### config.mk
export PLATFORM = sky130hd
export DESIGN_NAME = reg_file_rename
export DESIGN_NICKNAME = d
export VERILOG_FILES = /design/src/rtl/reg_file_rename.sv
export SDC_FILE = /design/constraint.sdc
export NUM_CORES = 2
export LEC_CHECK = 0
export ABC_CLOCK_PERIOD_IN_PS = 7300
export CORE_ASPECT_RATIO = 0.8
export CORE_MARGIN = 5
export CORE_UTILIZATION = 42
export CTS_BUF_LIST = sky130_fd_sc_hd__clkbuf_4
export DETAILED_ROUTE_END_ITERATION = 7
export GPL_ROUTABILITY_DRIVEN = 1
export GPL_TIMING_DRIVEN = 0
export SLEW_MARGIN = 20
export SYNTH_ARGS = -nofsm -noshare
export SYNTH_HDL_FRONTEND = slang
export SYNTH_SLANG_ARGS = --single-unit
### constraint.sdc
create_clock -name clk -period 7.3 [get_ports clk]
set_input_delay 1.095 -clock clk [delete_from_list [all_inputs] [get_ports clk]]
set_output_delay 1.095 -clock clk [all_outputs]
set_load 0.01 [all_outputs]
### src/rtl/reg_file_rename.sv
// reg_file_rename: architectural register file with per-register rename
// status (busy bit + producer tag). Serves decoder source lookups, records
// destination allocations and commits results from the write-back bus.
// x0 is hard-wired to zero and is never busy.
// Optional feature: define REG_FILE_BYPASS_EN to forward a same-cycle
// write-back onto the read ports.

module reg_file_rename #(
   parameter int REG_NUM    = 32,
   parameter int ADDR_WIDTH = 5,
   parameter int DATA_WIDTH = 32,
   parameter int TAG_WIDTH  = 4
) (
   input  logic                  clk,
   input  logic                  rst,
   input  logic                  dec_valid,
   input  logic                  rs1_en,
   input  logic [ADDR_WIDTH-1:0] rs1,
   input  logic                  rs2_en,
   input  logic [ADDR_WIDTH-1:0] rs2,
   input  logic                  rd_en,
   input  logic [ADDR_WIDTH-1:0] rd,
   input  logic [TAG_WIDTH-1:0]  dec_tag,
   output logic [DATA_WIDTH-1:0] rs1_data,
   output logic                  rs1_busy,
   output logic [TAG_WIDTH-1:0]  rs1_tag,
   output logic [DATA_WIDTH-1:0] rs2_data,
   output logic                  rs2_busy,
   output logic [TAG_WIDTH-1:0]  rs2_tag,
   input  logic                  wb_en,
   input  logic [TAG_WIDTH-1:0]  wb_tag,
   input  logic [DATA_WIDTH-1:0] wb_data,
   input  logic                  flush,
   output logic [ADDR_WIDTH:0]   busy_count
);

   logic [DATA_WIDTH-1:0] data [REG_NUM];
   logic [TAG_WIDTH-1:0]  tag  [REG_NUM];
   logic [REG_NUM-1:0]    busy;

   logic [REG_NUM-1:0]    wb_match;
   logic [ADDR_WIDTH:0]   match_cnt;
   logic                  alloc;
   logic                  alloc_new;

   // Write-back match vector against pre-edge tags, plus how many registers it frees
   always_comb begin
      wb_match  = '0;
      match_cnt = '0;
      for (int i = 1; i < REG_NUM; i++) begin
         wb_match[i] = wb_en && busy[i] && (tag[i] == wb_tag);
         match_cnt   = match_cnt + (ADDR_WIDTH+1)'(wb_match[i]);
      end
   end

   // Allocation qualification; it only adds to the busy count if rd ends up newly busy
   always_comb begin
      alloc     = dec_valid && rd_en && (rd != '0) && !flush;
      alloc_new = alloc && (!busy[rd] || wb_match[rd]);
   end

   // Register state update: write-back commits data, allocation wins busy/tag, flush clears status
   always_ff @(posedge clk or negedge rst) begin
      if (!rst) begin
         busy <= '0;
         for (int i = 0; i < REG_NUM; i++) begin
            data[i] <= '0;
            tag[i]  <= '0;
         end
      end else begin
         for (int i = 1; i < REG_NUM; i++) begin
            if (wb_match[i]) begin
               data[i] <= wb_data;
            end
            if (flush) begin
               busy[i] <= 1'b0;
               tag[i]  <= '0;
            end else if (alloc && (rd == ADDR_WIDTH'(i))) begin
               busy[i] <= 1'b1;
               tag[i]  <= dec_tag;
            end else if (wb_match[i]) begin
               busy[i] <= 1'b0;
            end
         end
      end
   end

   // Incremental busy counter tracking the popcount of the next-state busy vector
   always_ff @(posedge clk or negedge rst) begin
      if (!rst) begin
         busy_count <= '0;
      end else if (flush) begin
         busy_count <= '0;
      end else begin
         busy_count <= busy_count - match_cnt + (ADDR_WIDTH+1)'(alloc_new);
      end
   end

   // Source 1 lookup from current state (optionally forwarding the write-back bus)
   always_comb begin
      rs1_data = '0;
      rs1_busy = 1'b0;
      rs1_tag  = '0;
      if (rs1_en && (rs1 != '0)) begin
         rs1_data = data[rs1];
         rs1_busy = busy[rs1];
         rs1_tag  = tag[rs1];
`ifdef REG_FILE_BYPASS_EN
         if (wb_match[rs1]) begin
            rs1_data = wb_data;
            rs1_busy = 1'b0;
            rs1_tag  = '0;
         end
`endif
      end
   end

   // Source 2 lookup from current state (optionally forwarding the write-back bus)
   always_comb begin
      rs2_data = '0;
      rs2_busy = 1'b0;
      rs2_tag  = '0;
      if (rs2_en && (rs2 != '0)) begin
         rs2_data = data[rs2];
         rs2_busy = busy[rs2];
         rs2_tag  = tag[rs2];
`ifdef REG_FILE_BYPASS_EN
         if (wb_match[rs2]) begin
            rs2_data = wb_data;
            rs2_busy = 1'b0;
            rs2_tag  = '0;
         end
`endif
      end
   end

endmodule

; After elaboration in Yosys (flattened, before gate mapping)
; Index checks and enable logic that the tools add are counted.
[op_classes]
add_sub_neg = 32
order_cmp = 5
n_eq_ne = 62
n_mux = 182
n_bitwise = 2
reduce_logical = 167
[op_table]
columns = op, count
row1 = 32-bit binary-select mux with 5-bit select, 2
row2 = 4-bit two-way mux, 68
row3 = 32-bit two-way mux, 6
row4 = 6-bit by 1-bit adder with 6-bit output, 26
row5 = 4-bit equality test, 31
row6 = 1-bit logical AND, 99
row7 = 1-bit two-way mux, 99
row8 = 3-bit nonzero test, 31
row9 = 5-bit equality test (second input constant), 16
row10 = 2-bit nonzero test, 31
row11 = 4-bit binary-select mux with 5-bit select, 2
row12 = 5-bit by 4-bit equality test with 1-bit output (second input constant), 8
row13 = 1-bit binary-select mux with 5-bit select, 4
row14 = 5-bit by 3-bit equality test with 1-bit output (second input constant), 4
row15 = 5-bit by 6-bit < comparator with 1-bit output (second input constant), 3
row16 = 5-bit nonzero test, 3
row17 = 6-bit greater-or-equal comparator (second input constant), 2
row18 = 5-bit NOT with 6-bit output, 2
row19 = 5-bit by 2-bit equality test with 1-bit output (second input constant), 2
row20 = 5-bit by 1-bit adder with 6-bit output, 1
row21 = 6-bit two-way mux, 1
row22 = 6-bit subtractor, 1
row23 = 4-bit by 1-bit adder with 5-bit output, 1
row24 = 5-bit by 1-bit equality test with 1-bit output (second input constant), 1
row25 = 5 further kinds, 6
[totals]
ff_bits = 1153
out_inout_bits = 80
wordCells = 544

; Longest topological paths before layout
[logic_depth]
word_depth = 35
ltp_mapped = 30

; Least setup slack after synthesis
; OpenSTA, ideal clock, no wires.
[synth_path]
path_type = input to register
from = input port wb_tag[3]
to = register busy_count[5]
setup_ps = 132
t_arrival_ps = 7033
required_time_ps = 7168
slack_ps = 135
stages = 29
path_cell_list = buf_4 buf_4 xor2_1 a211oi_1 nand3b_1 a311oi_1 o21ai_0 and4b_1 nor3_2 fa_1 ha_1 inv_1 fa_1 inv_1 ha_1 inv_1 fa_1 inv_1 fa_1 fa_1 inv_1 fa_1 inv_1 ha_1 inv_1 fa_1 xnor2_1 xnor2_1 nor2_1
[synth_between]
elab_chain_cells = 35
[synth_rtl]
columns = element, line_no
row1 = start: declaration, 31  ; input logic [TAG_WIDTH-1:0] wb_tag,
row2 = 4-bit equality test, 51  ; wb_match[i] = wb_en && busy[i] && (tag[i] == wb_tag);
row3 = 1-bit logical AND, 51
row4 = 1-bit by 1-bit adder with 2-bit output, 52  ; match_cnt = match_cnt + (ADDR_WIDTH+1)'(wb_match[i]);
row5 = 2-bit by 1-bit adder with 3-bit output, 52
row6 = 3-bit by 1-bit adder with 4-bit output, 52
row7 = 4-bit by 1-bit adder with 5-bit output, 52
row8 = 5-bit by 1-bit adder with 6-bit output, 52
row9 = 6-bit by 1-bit adder with 6-bit output (25 in series), 52
row10 = 6-bit subtractor, 95  ; busy_count <= busy_count - match_cnt + (ADDR_WIDTH+1)'(alloc_new);
row11 = 6-bit by 1-bit adder with 6-bit output *, 95
row12 = 6-bit two-way mux *, 92  ; end else if (flush) begin
row13 = end signal: assignment, 95
row14 = end: declaration, 34  ; output logic [ADDR_WIDTH:0] busy_count
; Mark *: on every way between the ends. The rest lies on a longest branch, timed or not. The select of a mux whose other input is x is not followed.
; A chain may end at the register's enable or synchronous reset.

; Worst setup path after layout
[layout_path]
from = register tag[103] (netlist bit)
to = register busy_count[5]
[layout_between]
elab_chain_cells = 31
[layout_rtl]
columns = element, line_no
row1 = start: declaration, 38  ; logic [TAG_WIDTH-1:0] tag [REG_NUM];
row2 = start signal: indexed assignment, 80  ; tag[i] <= dec_tag;
row3 = 4-bit equality test *, 51
row4 = 1-bit logical AND *, 51
row5 = 5-bit by 1-bit adder with 6-bit output, 52
row6 = 6-bit by 1-bit adder with 6-bit output (25 in series), 52
row7 = 6-bit subtractor, 95
row8 = 6-bit by 1-bit adder with 6-bit output *, 95
row9 = 6-bit two-way mux *, 92
; Marks and branches as above.

==> flow_summary.ini <==
[routing]
drt_iter0_markers = 8835
wl_met3_mm = 48.4
drt_wl_total_mm = 291
via_count = 55200
wl_met2_mm = 118
top_layer = met5
remaining_drc_errors = 5
routedWlPerCell_um = 34.0
drt_pass1_iterations = 8
drt.antenna.violating_nets = 0
wl_met1_mm = 105
viasPerCell = 6.46

[worst_setup_path]
cp-end-kind = flip-flop
worstPathMaxFanout = 15
reg2reg_to = busy_count[5]$_DFF_PN0_
r2r_slack_ns = 0.29
rr_startpoint = tag[103]$_DFFE_PN0P_
cp_data_arrival_time_ns = 8.21
crit_path_start_kind = flip-flop
r2r_cells = 24
setup.worst_path.class = flip-flop to flip-flop
cp.required_ns = 8.49

[timing]
slew_violations = 0
tightest_slew_ns = 1.35
finalHoldViolCount = 0
setup_viol = 0
fin_crit_sh = 0.961
setup_tns_ns = 0
max_freq_mhz = 143
fin_skew_ns = 0.113
slew_headroom = 0.101
fin_ws_ns = 0.286
period_minus_slack_ns = 7.01

[logic_synthesis]
synth_edf_count = 0
synth-seq-area-share = 0.443
ys_top_cells_by_area = dfrtp_1, mux4_2, nand2_1, mux2_2, mux2i_1
syn-num-nets = 5902
yosys_warnings = 37
synthCells = 5785
synth.top_cell.area_share = 0.443
synth_cell_types = 63
synth-async-reset-ratio = 1.00
synthesis.area_mm2 = 0.0651
yosys_most_used_dff = dfrtp_1
synth.avg_cell_area_um2 = 11.3
synth_seq_cells = 1153
yosys.area.top_type = dfrtp_1

[layout]
final_common_cell = nand2_1
mostFrequentLayoutCells = nand2_1, dfrtp_1, mux4_2
final_cells = 8546
fin_nets = 6422
final_layout_size_suffix_gt1_frac = 0.284
finalInstanceArea_mm2 = 0.0741
finish.utilization = 0.479
area_growth_pct = 13.7

[clock_network]
clk_path_buf_depth = 4
numCtsBuffers = 324
clock_latency_ns = 1.40
clk_pin_slew_ns = 0.06
cts_tree = built
cts_sinks = 1153
cts.htree.levels = 5
cts_root_buffer = clkbuf_4

[global_route]
antenna_found_initial = 22
grt.overflow.total = 0
grt_pass1_wl_mm = 403
grt_pass1_vias = 53900
grt_max_degree = 144
grtUsageTotal = 0.351

[status]
status = finished, violations left
violations = design-rule violations

[power_and_ir_drop]
power_frac_comb = 0.112
swShare = 0.291
p_leak_uw = 0.0356
clkPwrFrac = 0.426
seqPwrFrac = 0.462
p_switching_uw = 4100
power_density_mw_per_mm2 = 190
internal-power_uw = 9970
irDropWorstVdd_mv = 0.128

[floorplan]
die_y_um = 362
io_pins = 143
initial_utilization = 0.422
dieArea_mm2 = 0.163
dieWidth_um = 450
coreArea_mm2 = 0.154
core.rowCount = 129

[placed_design]
pre_cts_slack_ns = -2.70
dpl-instance-area_mm2 = 0.0696
dp_cells = 7969
place_congestion = 1.02
portBuffers = 135
hpwl_mm = 202

[run]
maxCapViolations = 0

[hold_path]
hp-class = input pin to async pin
==> routing by layer <==
metal / vias to the layer above / track usage
met5: - / 0.00868
met4: 18 / 0.190
met3: 1041 / 0.180
met2: 4412 / 0.481
met1: 28200 / 0.450
li1: 21500 / -
==> cells by family (layout without fill, tap and decap cells) <==
group	Yosys count	in the layout	synth area share
AO/OA/AOI/OAI	293	293	0.0303
XOR/XNOR	82	82	0.0110
adder cells (fa/ha/maj)	54	54	0.0137
buffers and inverters	610	1321	0.0381
flip-flops	1153	1153	0.443
multiplexers	1236	1236	0.323
other	0	20	0
AND/OR/NAND/NOR	2357	2357	0.140
==> how the worst max path moves through the flow <==
stage	from	end	slack (ns)	cells after the start
after floorplan	wb_tag[3]	busy_count[5]$_DFF_PN0_	0.14	29
after global routing	tag[87]$_DFFE_PN0P_	busy_count[5]$_DFF_PN0_	-0.01	27
after CTS	wb_tag[2]	busy_count[5]$_DFF_PN0_	0.005	25
final	tag[103]$_DFFE_PN0P_	busy_count[5]$_DFF_PN0_	0.29	24
after detailed placement	wb_en	busy_count[5]$_DFF_PN0_	-2.70	29
after global placement	rst	data[624]$_DFFE_PN0P_	-49.26	1
==> area by class of cell <==
class,instances,area [µm²]
fill,14200,80400
multi-input combinational,4022,33900
sequential,1153,28900
clock buffer,465,3490
tap,2030,2540
buffer,508,2310
timing repair buffer,204,2220
inverter,92,352
clock inverter,52,303
antenna,20,50.0
==> synthesized netlist by cell type, drive strengths merged (3+ instances only) <==
master,instances
nand2,2019
dfrtp,1153
mux4,656
mux2,387
buf,259
clkbuf,259
mux2i,193
nor2,192
a21oi,140
inv,89
xor2,53
nand3,52
fa,29
xnor2,29
ha,25
a22o,23
nor3,22
nand4,21
a2111oi,19
o21ai,18
a221oi,16
a31o,16
nor2b,16
o22ai,12
a222oi,9
a32o,9
nand2b,8
nor4,5
a22oi,4
and2,4
or2,4
or3,4
a211oi,3
clkinv,3
nand3b,3
o2bb2ai,3
==> stage by stage <==
stage	total power (µW)	hold slack (ns)
CTS	14000	0.345
global route	14500	0.348
detailed placement	8130	0.477
finish	14100	0.359
global placement	8120	0.467
floorplan	7370	0.452
==> sequential cells by signal, indices dropped and copies added, names as in the netlist <==
name and cells:
tag 124, busy_count 6, data 992, busy 31
==> worst max-delay path, stage by stage (launching register included) <==
cell and delay, ns:
dfrtp_1 0.47, xor2_1 0.18, nor3_1 0.18, nand4_1 0.21, buf_4 0.25, inv_1 0.83, fa_1 0.57, inv_1 0.08
fa_1 0.16, inv_1 0.05, fa_1 0.46, fa_1 0.40, fa_1 0.51, inv_1 0.05, fa_1 0.47, inv_1 0.05
fa_1 0.39, fa_1 0.48, inv_1 0.07, ha_1 0.13, inv_1 0.05, fa_1 0.42, xnor2_1 0.18, xnor2_1 0.14
nor2_1 0.05
==> power by group through the flow <==
stage | Sequential [µW] | Combinational, µW | Clock (µW)
after floorplan | 6610 | 760 | 0
after global placement | 6650 | 1460 | 0
after detailed placement | 6620 | 1510 | 0
after CTS | 6500 | 1520 | 5980
after global routing | 6500 | 1650 | 6320
final | 6500 | 1570 | 5990
==> repair_timing <==
item,4_1_cts,5_1_grt
endpoints found under the setup margin,4,2
gates resized for setup,17,60
hold buffers,1,0
pin swaps,22,9
endpoints found under the hold margin,93,0
buffers inserted,43,6
(Power assumes the default switching activity.)
